[src/rtl/txn_capture_fifo.sv]
// Passive valid/ready snoop that timestamps accepted beats into a first-word-fall-through FIFO.
// Optional sequence-number checker enabled by defining TXN_CAPTURE_SEQ_CHECK_EN.
module txn_capture_fifo #(
   parameter int DATA_WIDTH = 32,
   parameter int DEPTH      = 16,
   parameter int TS_WIDTH   = 32
) (
   input  logic                     clk,
   input  logic                     rst,
   input  logic                     enable,
   input  logic                     snoop_valid,
   input  logic                     snoop_ready,
   input  logic [DATA_WIDTH-1:0]    snoop_data,
   input  logic                     rd_en,
   output logic                     rd_valid,
   output logic [DATA_WIDTH-1:0]    rd_data,
   output logic [TS_WIDTH-1:0]      rd_ts,
   output logic [$clog2(DEPTH):0]   level,
   output logic [15:0]              overflow_cnt
`ifdef TXN_CAPTURE_SEQ_CHECK_EN
   ,
   output logic                     seq_err
`endif
);

   localparam int AW = $clog2(DEPTH);
   localparam logic [AW:0] FULL_LEVEL = (AW+1)'(DEPTH);

   logic [AW-1:0]         wr_ptr;
   logic [AW-1:0]         rd_ptr;
   logic [TS_WIDTH-1:0]   ts_cnt;
   logic [DATA_WIDTH-1:0] data_mem [DEPTH];
   logic [TS_WIDTH-1:0]   ts_mem   [DEPTH];

   logic capture;
   logic full;
   logic pop;
   logic push;
   logic drop;

   // A pop in the same cycle frees the slot, so a full FIFO still accepts the capture.
   assign capture  = snoop_valid & snoop_ready & enable;
   assign full     = (level == FULL_LEVEL);
   assign rd_valid = (level != '0);
   assign pop      = rd_en & rd_valid;
   assign push     = capture & (~full | pop);
   assign drop     = capture & full & ~pop;

   assign rd_data  = data_mem[rd_ptr];
   assign rd_ts    = ts_mem[rd_ptr];

   always_ff @(posedge clk) begin
      if (push) begin
         data_mem[wr_ptr] <= snoop_data;
         ts_mem[wr_ptr]   <= ts_cnt;
      end
   end

   always_ff @(posedge clk or posedge rst) begin
      if (rst) begin
         ts_cnt       <= '0;
         wr_ptr       <= '0;
         rd_ptr       <= '0;
         level        <= '0;
         overflow_cnt <= '0;
      end else begin
         ts_cnt <= ts_cnt + 1'b1;
         if (push) begin
            wr_ptr <= wr_ptr + 1'b1;
         end
         if (pop) begin
            rd_ptr <= rd_ptr + 1'b1;
         end
         case ({push, pop})
            2'b10:   level <= level + 1'b1;
            2'b01:   level <= level - 1'b1;
            default: level <= level;
         endcase
         if (drop && overflow_cnt != 16'hFFFF) begin
            overflow_cnt <= overflow_cnt + 16'd1;
         end
      end
   end

`ifdef TXN_CAPTURE_SEQ_CHECK_EN
   logic [15:0] prev_seq;
   logic        seq_valid;

   // Dropped beats still advance the sequence; a low enable forgets history.
   always_ff @(posedge clk or posedge rst) begin
      if (rst) begin
         prev_seq  <= '0;
         seq_valid <= 1'b0;
         seq_err   <= 1'b0;
      end else begin
         seq_err <= 1'b0;
         if (capture) begin
            seq_err   <= seq_valid && (snoop_data[15:0] != prev_seq + 16'd1);
            prev_seq  <= snoop_data[15:0];
            seq_valid <= 1'b1;
         end else if (!enable) begin
            seq_valid <= 1'b0;
         end
      end
   end
`endif

endmodule

[config.mk]
export PLATFORM = sky130hd
export DESIGN_NAME = txn_capture_fifo
export DESIGN_NICKNAME = d
export VERILOG_FILES = /design/src/rtl/txn_capture_fifo.sv
export SDC_FILE = /design/constraint.sdc
export NUM_CORES = 1
export LEC_CHECK = 0
export CORE_UTILIZATION = 40
export CTS_CLUSTER_SIZE = 14
export DETAILED_ROUTE_END_ITERATION = 6
export HOLD_SLACK_MARGIN = 0.12
export PLACE_DENSITY = 0.63
export SLEW_MARGIN = 40
export SYNTH_ARGS = -nofsm -noshare
export SYNTH_HDL_FRONTEND = slang
export SYNTH_SLANG_ARGS = --single-unit
[constraint.sdc]
create_clock -name clk -period 6.3 [get_ports clk]
set_clock_uncertainty 0.1 [all_clocks]
set_input_delay 0.63 -clock clk [delete_from_list [all_inputs] [get_ports clk]]
set_output_delay 0.63 -clock clk [all_outputs]
set_load 0.005 [all_outputs]
; ---- Word level (Yosys, flattened, before mapping)
; Memories as Yosys holds them, arrays and structs flattened.
; Cells that the tools add are included.
[op_classes]
n_addsub = 6
n_eq_ne = 4
n_mux = 3
bitwise = 9
n_reduce_logical = 3
[ops]
columns = op, count
row1 = "adder 32 x 1 -> 32 bit, second input constant", 1
row2 = "adder 16 x 1 -> 16 bit, second input constant", 1
row3 = "!= test 16 bit, second input constant", 1
row4 = case mux 5 bit (2 select lines), 1
row5 = "adder 4 x 1 -> 4 bit, second input constant", 2
row6 = AND 1 bit, 6
row7 = "adder 5 x 1 -> 5 bit, second input constant", 1
row8 = "equality test 5 bit, second input constant", 1
row9 = nonzero test 5 bit, 1
row10 = "subtractor 5 x 1 -> 5 bit, second input constant", 1
row11 = "equality test 2 x 1 -> 1 bit, second input constant", 1
row12 = "equality test 2 bit, second input constant", 1
row13 = 2-to-1 mux 1 bit, 2
row14 = NOT 1 bit, 2
row15 = nonzero test 2 bit, 1
row16 = logical AND 1 bit, 1
row17 = bitwise OR 1 bit, 1
[totals]
register_bits = 61
mem_bits_rw = 1024
in_bits = 38
out_inout_bits = 86
wordCells = 32
mem_count = 2
[memory_table]
columns = name, depth, word_bits, rd, rd_ports_with_merged_regs, wr, line_no
row1 = data_mem, 16, 32, 1, 0, 1, 32  ; logic [DATA_WIDTH-1:0] data_mem [DEPTH];
row2 = ts_mem, 16, 32, 1, 0, 1, 33  ; logic [TS_WIDTH-1:0] ts_mem [DEPTH];

; ---- Depth between registers and ports, before layout
; Gate-level depths: netlist (run 1).
[logic_depth]
ltp_word = 6
ltp_mapped = 9
depth_no_buf = 8

; ---- Least setup slack after synthesis (run 1)
; No wires, ideal clock.
[synth_path]
kind = in2reg
start = input port enable
end = memory data_mem[3][0], enable pin
setup_ns = 0.564
arrival_time_ns = 5.889
required_ns = 5.636
slack_ns = -0.253
stages = 4
path_buffers = 0
path_cell_list = nand3_1 a21oi_1 nand2_1 nor3_1
[synth_between]
elab_chain_cells = 4
[synth_rtl]
columns = item, line_no
row1 = start: declaration, 10  ; input logic enable,
row2 = AND 1 bit, 42  ; assign capture = snoop_valid & snoop_ready & enable;
row3 = AND 1 bit, 46  ; assign push = capture & (~full | pop);
row4 = 2-to-1 mux 1 bit, 53  ; if (push) begin
row5 = 2-to-1 mux 1 bit (implied by the code), 54  ; data_mem[wr_ptr] <= snoop_data;
row6 = end: declaration, 32
; No other way between the ends.

; ---- Worst setup path after layout (run 1)
[layout_path]
start = register rd_ptr[0]
end = output port rd_ts[22]
[layout_between]
elab_chain_cells = 1
[layout_rtl]
columns = item, line_no
row1 = start: declaration, 30  ; logic [AW-1:0] rd_ptr;
row2 = start signal: assignment, 72  ; rd_ptr <= rd_ptr + 1'b1;
row3 = memory read (16 x 32 bit), n/a
row4 = end: declaration, 17  ; output logic [TS_WIDTH-1:0] rd_ts,
; No other way between the ends.

==> run summary, run 1 <==
The run finished with clean final reports. The cell area after layout is ~48000 um2. Entering global routing, the biggest net connects 72 pins. The area of the die is 105000 um2. STA classifies the critical path startpoint as a flop. The repair_antennas step left the layout with diodes totalling 0. The number of antenna violations at the first check in global routing is 1. The layout has about 8400 filler cells. The die height came out at 324 um. After detailed routing, the average wire length per cell comes to 25.8 um. The number of synthesized register bits is ~1100. The post-synthesis async set-or-reset flop share is 0.0562. The number of instances resized during post-cts repair is 0. The cell area after placement came out at 44600 um2. Max-cap violations in this run came to 0.

The final layout contains routed wiring with a total length of around 87000 um. The sum of negative setup slack is 0 ns. Setup repair after global routing left no endpoint under its margin. The total power came out at 19.1 mW. During placement, the flow inserted port buffers numbering 123. Setup slack on the worst reg-to-reg path comes out at 2.87 ns. The endpoint identified for the worst register-to-register timing path is ts_mem[15][10]. The number of nets in the finished design came out at 1946.

Of all cell types, the one taking the most synthesized area is edfxtp_1. The data arrival time of the critical path came out at 3.88 ns. Measured against its own limit, the worst slew margin works out to 0.443.

The share of synthesized area in the top cell type comes to 0.743. Buffers inserted to repair hold after CTS numbered 0. The mean instance size in the synthesized netlist came out at 24.3 um2.

The number of warnings reported in the yosys synthesis log is 0. The area growth from synthesis to final layout is 15.9%. The part of the Yosys area used for sequential elements is 0.780. The first-pass GRT wire length is around 130000 um. The worst path in the final design needs a cycle of approximately 4.6 ns, including I/O delays and setup.

TritonCTS built the clock tree. The synthesized design contains 1024 enable-type register cells. The global-route total usage across every layer came out at 0.169. The area of the core is roughly 100000 um2.

The cell area power density is 399 nW/um2. The static leakage is between 10 and 15 nW. The detailed router's first-iteration violation count is 1550.

The tightest min-delay check is of the input port to asynchronous set/reset pin type. The detailed placer's ending HPWL came out at 49200 um. Leaving out fill and tap cells, the most frequent cells in the layout are edfxtp_1, mux4_2, clkdlybuf4s50_1.

The final number of setup-violating endpoints is 0. The effective utilization at floorplan is 0.405. The detailed-route via count is 18279. The number of antenna-violating nets in the routed design is 0. After clock tree synthesis, the clock-pin slew on the worst setup and hold paths is roughly 0.06 ns. The final cycle utilization of the critical path came out at 0.732. The via count of the first global-routing pass came out at 19446. The maximum buffer depth of the clock tree came out at 3. The final hold violation count is 0. The final-report max-slew violation count is 0.

The startpoint identified for the worst register-to-register timing path is level[4]. Leaving out fill and tap cells, the most frequent cell in the layout is edfxtp_1. After synthesis, the netlist uses 41 different library cells. The number of buffers added for setup after CTS came out at 0. Synthesis produced a netlist whose cell count is about 1700. The measured slew at the worst slew-check pin came out at 0.829 ns. The maximum fanout count along the critical path is 32. The number of clock buffers added by TritonCTS is 107. The cell count after placement is 3159. The number of core rows came out at roughly 120. The clock net sink count came out at 1085.

The clock reaches the later pin of the worst-skew pair after 0.66 ns. The count of boundary I/O pins is 124. Among all flip-flop cells after synthesis, the most frequent one is edfxtp_1. Using the TritonRoute via totals, the vias-per-cell ratio works out to 5.45. The tree is rooted in a clkbuf_16. The maximum frequency from static timing analysis came out at 0.217 GHz. The kind of end point of the critical path is an output pin. The floorplan die width came out at 324 um. At the end of the flow the core is filled with cells to 0.469. The count of TritonRoute iterations in the first routing pass came out at 5. The worst setup path is of the flop to output pin kind. VDD sags by at most 365 uV. The H-tree was split into 3 levels.

The netlist area before placement is 41400 um2. Yosys attributes the largest share of cell area to edfxtp_1, mux4_2, dfrtp_1, xor2_1, xnor2_1. The cell depth of the worst flop-to-flop path is 5. The total DRC errors in the routed layout is 0. The final weighted congestion in routability-driven placement is 0.740. The final instance count without filler cells came out at 3355. The residual overflow from global routing came out at 0. The required time of the critical path came out at between 5 and 6 ns. The net count of the mapped netlist came out at ~1700. Of the cells placed in the final design, the portion with a size suffix greater than 1 is 0.281.
==> synth_stat cells (2+ instances only) <==
cell      instances
a21oi_1           2
and3_1            7
and4_1            5
buf_1            18
buf_2            10
buf_4            21
buf_6             5
clkbuf_1         26
dfrtp_1          61
edfxtp_1       1024
ha_1              8
inv_1             8
mux2_2            2
mux4_2          320
nand2_1          24
nand2b_1          3
nand3_1          20
nand4_1          15
nor2_1           16
nor2b_1           2
nor3_1           14
nor4_1           14
nor4b_1           2
o21ai_0           3
or2_2             3
xnor2_1          26
xor2_1           29
==> worst max path at each step <==
| stage | from | end | slack (ns) | cells past startpoint |
|---|---|---|---|---|
| final | rd_ptr[0] | rd_ts[22] | 1.69 | 4 |
| after global routing | rd_ptr[0] | rd_ts[18] | 1.43 | 4 |
| after CTS | rd_ptr[0] | rd_ts[22] | 1.55 | 4 |
| after detailed placement | snoop_ready | ts_mem[15][2] | 2.03 | 6 |
| after global placement | snoop_valid | ts_mem[14][29] | 1.61 | 6 |
| after floorplan | enable | data_mem[7][0] | 1.46 | 4 |
==> per-stage QoR <==
| step | hold slack [ns] | worst slack (ns) |
|---|---|---|
| finish | 0.366 | 1.69 |
| global route | 0.376 | 1.43 |
| CTS | 0.340 | 1.55 |
| global placement | 0.387 | 1.61 |
| detailed placement | 0.392 | 2.03 |
| floorplan | 0.384 | 1.46 |
==> report_power, final <==
part | internal, mW | switching, mW
registers | 8.06 | 0.304
logic | 2.59 | 2.13
clock network | 3.42 | 2.61
total | 14.1 | 5.04
==> layer usage <==
| metal | routed length [um] | vias to the layer above | GRT usage | share of wire |
|---|---|---|---|---|
| met5 | 0 | - | 0 | 0 |
| met4 | 1940 | 0 | 0.0451 | 0.022 |
| met3 | 4360 | 120 | 0.0273 | 0.050 |
| met2 | 43500 | 541 | 0.281 | 0.50 |
| met1 | 36900 | 9905 | 0.231 | 0.43 |
| li1 | - | 7713 | - | - |
==> final cells by class <==
| type | instances | area [um2] | area share |
|---|---|---|---|
| timing repair buffer | 169 | 1770 | 0.0368 |
| sequential | 1085 | 32300 | 0.673 |
| inverter | 8 | 30.0 | 0.000626 |
| tap | 1368 | 1710 | 0.0357 |
| multi-input combinational | 529 | 8800 | 0.184 |
| clock inverter | 50 | 385 | 0.00804 |
| clock buffer | 146 | 2970 | 0.0618 |
==> cell families (layout without fill, tap and decap cells) <==
logic type,count (synthesis),in the layout,share of synthesized area
flops,1085,1085,0.780
mux,324,324,0.175
simple gates,132,132,0.0177
buf+inv,88,373,0.0111
xor+xnor,55,55,0.0116
compound gates,10,10,0.00172
fa+ha+maj,8,8,0.00242
==> registers in the layout, summed over array words and instances, names as in the netlist <==
register	count
data_mem	512
level	5
overflow_cnt	16
rd_ptr	4
ts_cnt	32
ts_mem	512
wr_ptr	4
==> worst max-delay path, cell delays in order, from the launching register on <==
cell and delay, ns:
dfrtp_4 0.90, buf_4 0.57, mux4_2 0.60, mux4_2 0.60, clkdlybuf4s50_1 0.51
Power figures use the tool's default switching activity.
==> run 2, diff against run 1 <==
--- a/config.mk
+++ b/config.mk
@@ -9,7 +9,7 @@
 export CTS_CLUSTER_SIZE = 14
 export DETAILED_ROUTE_END_ITERATION = 6
 export HOLD_SLACK_MARGIN = 0.12
-export PLACE_DENSITY = 0.63
+export PLACE_DENSITY = 0.61
 export SLEW_MARGIN = 40
 export SYNTH_ARGS = -nofsm -noshare
 export SYNTH_HDL_FRONTEND = slang
==> constraint.sdc (replaced) <==
create_clock -name clk -period 4.3 [get_ports clk]
set_clock_uncertainty 0.1 [all_clocks]
set_input_delay 0.43 -clock clk [delete_from_list [all_inputs] [get_ports clk]]
set_output_delay 0.43 -clock clk [all_outputs]
set_load 0.005 [all_outputs]
==> run summary, run 2 (synthesis results as in run 1) <==
The flow ran to the end, and the final reports show no timing, DRC or antenna violations. The clock input transition at the sequential cells of the worst setup and hold paths is 0.06 ns. Of the total power, registers draw 0.433. The area of the core came out at 102000 um2. The congestion estimate from routability-driven global placement came to 0.719.

The cell-internal power came out at 21.1 mW. The path class of the tightest hold or removal check is flop to flop. The residual overflow from global routing is 0. The critical path goes through buf_4 -> mux4_2 -> mux4_2 -> clkdlybuf4s50_1. The HPWL after detailed placement is 46900 um. The clock net sink count is around 1100. In this run the vertical extent of the chip is 324 um. The final layout contains about 2000 nets. The slowest stage of the critical path is the dfrtp_4 cell.

The portion of total power attributed to combinational logic is 0.239. Port buffering added 123 buffers. At the worst endpoint, the required time is 3.77 ns. The effective utilization at floorplan came out at 0.405. The first global-routing pass estimated 132000 um of wire. The worst setup path is launched from a flop. The cell area after placement came out at 45000 um2.

The data arrival time of the critical path is 3.53 ns. The detailed router's first-iteration violation count came out at 1587. In the layout the commonest cells are edfxtp_1, mux4_2, clkdlybuf4s50_1. The time the worst path needs with I/O delays and setup came out at between 4 and 5 ns. In this run the tightest slew margin relative to its limit is 0.458.

The final hold violation count is 0. From synthesis to final layout, the design area changed by 17.4%. The worst setup path is captured at an output pin. The worst setup path category is flop to output pin.

In the final layout, the share of cells above drive strength 1 is 0.282. Derived from the worst setup path, the maximum achievable clock frequency is approximately 0.25 GHz. The via count of the first global-routing pass came to 19667.

The number of core rows is 117. The origin of the worst setup path is rd_ptr[0]. The measured slew at the worst slew-check pin is 0.813 ns. The total power came out at 28.5 mW. Setup repair after global routing left no endpoint under its margin. The clock root buffer is clkbuf_16. The pin count of the biggest net entering global routing is 69. The clock network power share came out at 0.328. Leaving out fill and tap cells, the most frequent cell in the layout is edfxtp_1. The static leakage is 15.1 nW. The floorplan die width is 324 um. The area of the die came out at 105000 um2. At the end of the flow the core is filled with cells to 0.475. The worst ir drop on vdd is 336 uV. The register-to-register setup slack is 1.62 ns. The max-capacitance violation count is 0. The via-per-instance ratio is 5.50. The H-tree depth came out at 3. The most critical setup path has its endpoint at rd_data[16]. The final cycle utilization of the critical path came out at 0.945. The worst register-to-register path ends at ts_mem[6][29]. The global-route total usage across every layer came out at 0.175. The count of TritonRoute iterations in the first routing pass is 5.

The final setup slack of the worst path is 0.237 ns. The cell area power density is 587 nW/um2. The number of buffers inserted during clock tree synthesis came out at 109. The later-pin clock latency in the skew report came out at ~0.7 ns.

TritonCTS built the clock tree. The number of antenna violations at the first check in global routing came to 2. The largest registers in the layout are data_mem (512), ts_mem (512), ts_cnt (32). The number of cells on the worst reg-to-reg path is 6. The startpoint identified for the worst register-to-register timing path is level[4].

The final-report max-slew violation count was 0. OpenSTA, run right after detailed placement, puts the worst setup slack at around 0.81 ns. The count of boundary I/O pins came out at 124. Of the total power, the share spent switching nets is 0.259. The peak per-stage delay on the critical path came out at slightly below 0.8 ns. The maximum fanout count along the critical path is 24. The final number of setup-violating endpoints came out at 0. The sum of routed wire length over all layers came out at between 90000 and 100000 um.

The power spent charging and discharging nets came out at between 7 and 8 mW. The final routed wire length divided by cell count came out at approximately 27 um. The worst slack on hold paths came out at 0.405 ns.

The detailed-route via count came out at around 19000. The most numerous cell on the critical path is mux4_2. For this run, design rule violations remaining after detail routing come to 0.

In this run the remaining antenna-violating nets after routing total 0. The maximum buffer depth of the clock tree is 3. The cell area after layout is 48600 um2.
## run 2: worst max-delay path: cells and delay by family (launching register included)
family | cells | cell delay, ns
muxes | 2 | 1.06
buffers and inverters | 2 | 0.97
DFF | 1 | 0.79
## run 2: through the flow
step           setup TNS (ns)  instances
4_1_cts                     0       3379
2_1_floorplan         -272.37       1702
3_3_place_gp                0       3176
3_5_place_dp                0       3176
6_report                    0       3380
5_1_grt                     0       3379
## run 2: final cells by class
type | count | area (um2)
well taps | 1368 | 1710
clock buffers | 136 | 2890
inverters | 8 | 30.0
flip-flops and latches | 1085 | 32300
multi-input cells | 529 | 8790
fillers | 8298 | 53600
clock inverters | 66 | 649
diodes | 1 | 2.50
repair buffers | 187 | 2210
## run 2: worst min path at each step
stage	start	to	slack [ns]	cells past startpoint
after floorplan	overflow_cnt[13]	overflow_cnt[13]	0.38	1
after global placement	overflow_cnt[13]	overflow_cnt[13]	0.39	1
after detailed placement	overflow_cnt[7]	overflow_cnt[7]	0.39	1
after CTS	overflow_cnt[13]	overflow_cnt[13]	0.41	1
after global routing	overflow_cnt[13]	overflow_cnt[13]	0.42	1
final	overflow_cnt[13]	overflow_cnt[13]	0.41	1
## run 2: routing by layer
| layer | up-vias | routed length, um | track usage |
|---|---|---|---|
| met5 | - | 8 | 0 |
| met4 | 2 | 1700 | 0.0462 |
| met3 | 115 | 4320 | 0.0262 |
| met2 | 481 | 46300 | 0.299 |
| met1 | 10214 | 37900 | 0.236 |
| li1 | 7762 | - | - |
## run 2: power groups by stage
stage | clock [mW] | combinational [mW] | sequential, mW
2_1_floorplan | 0 | 4.63 | 12.1
3_3_place_gp | 0 | 6.96 | 12.6
3_5_place_dp | 0 | 6.99 | 12.6
4_1_cts | 9.54 | 7.02 | 12.4
5_1_grt | 9.93 | 7.29 | 12.4
6_report | 9.34 | 6.82 | 12.3
## run 2: timing repair
item                       4_1_cts  5_1_grt
buffers inserted                 0        0
setup endpoints to repair        0        1
resized for setup                0        1
hold endpoints to repair        14        0
hold buffers                     1        0
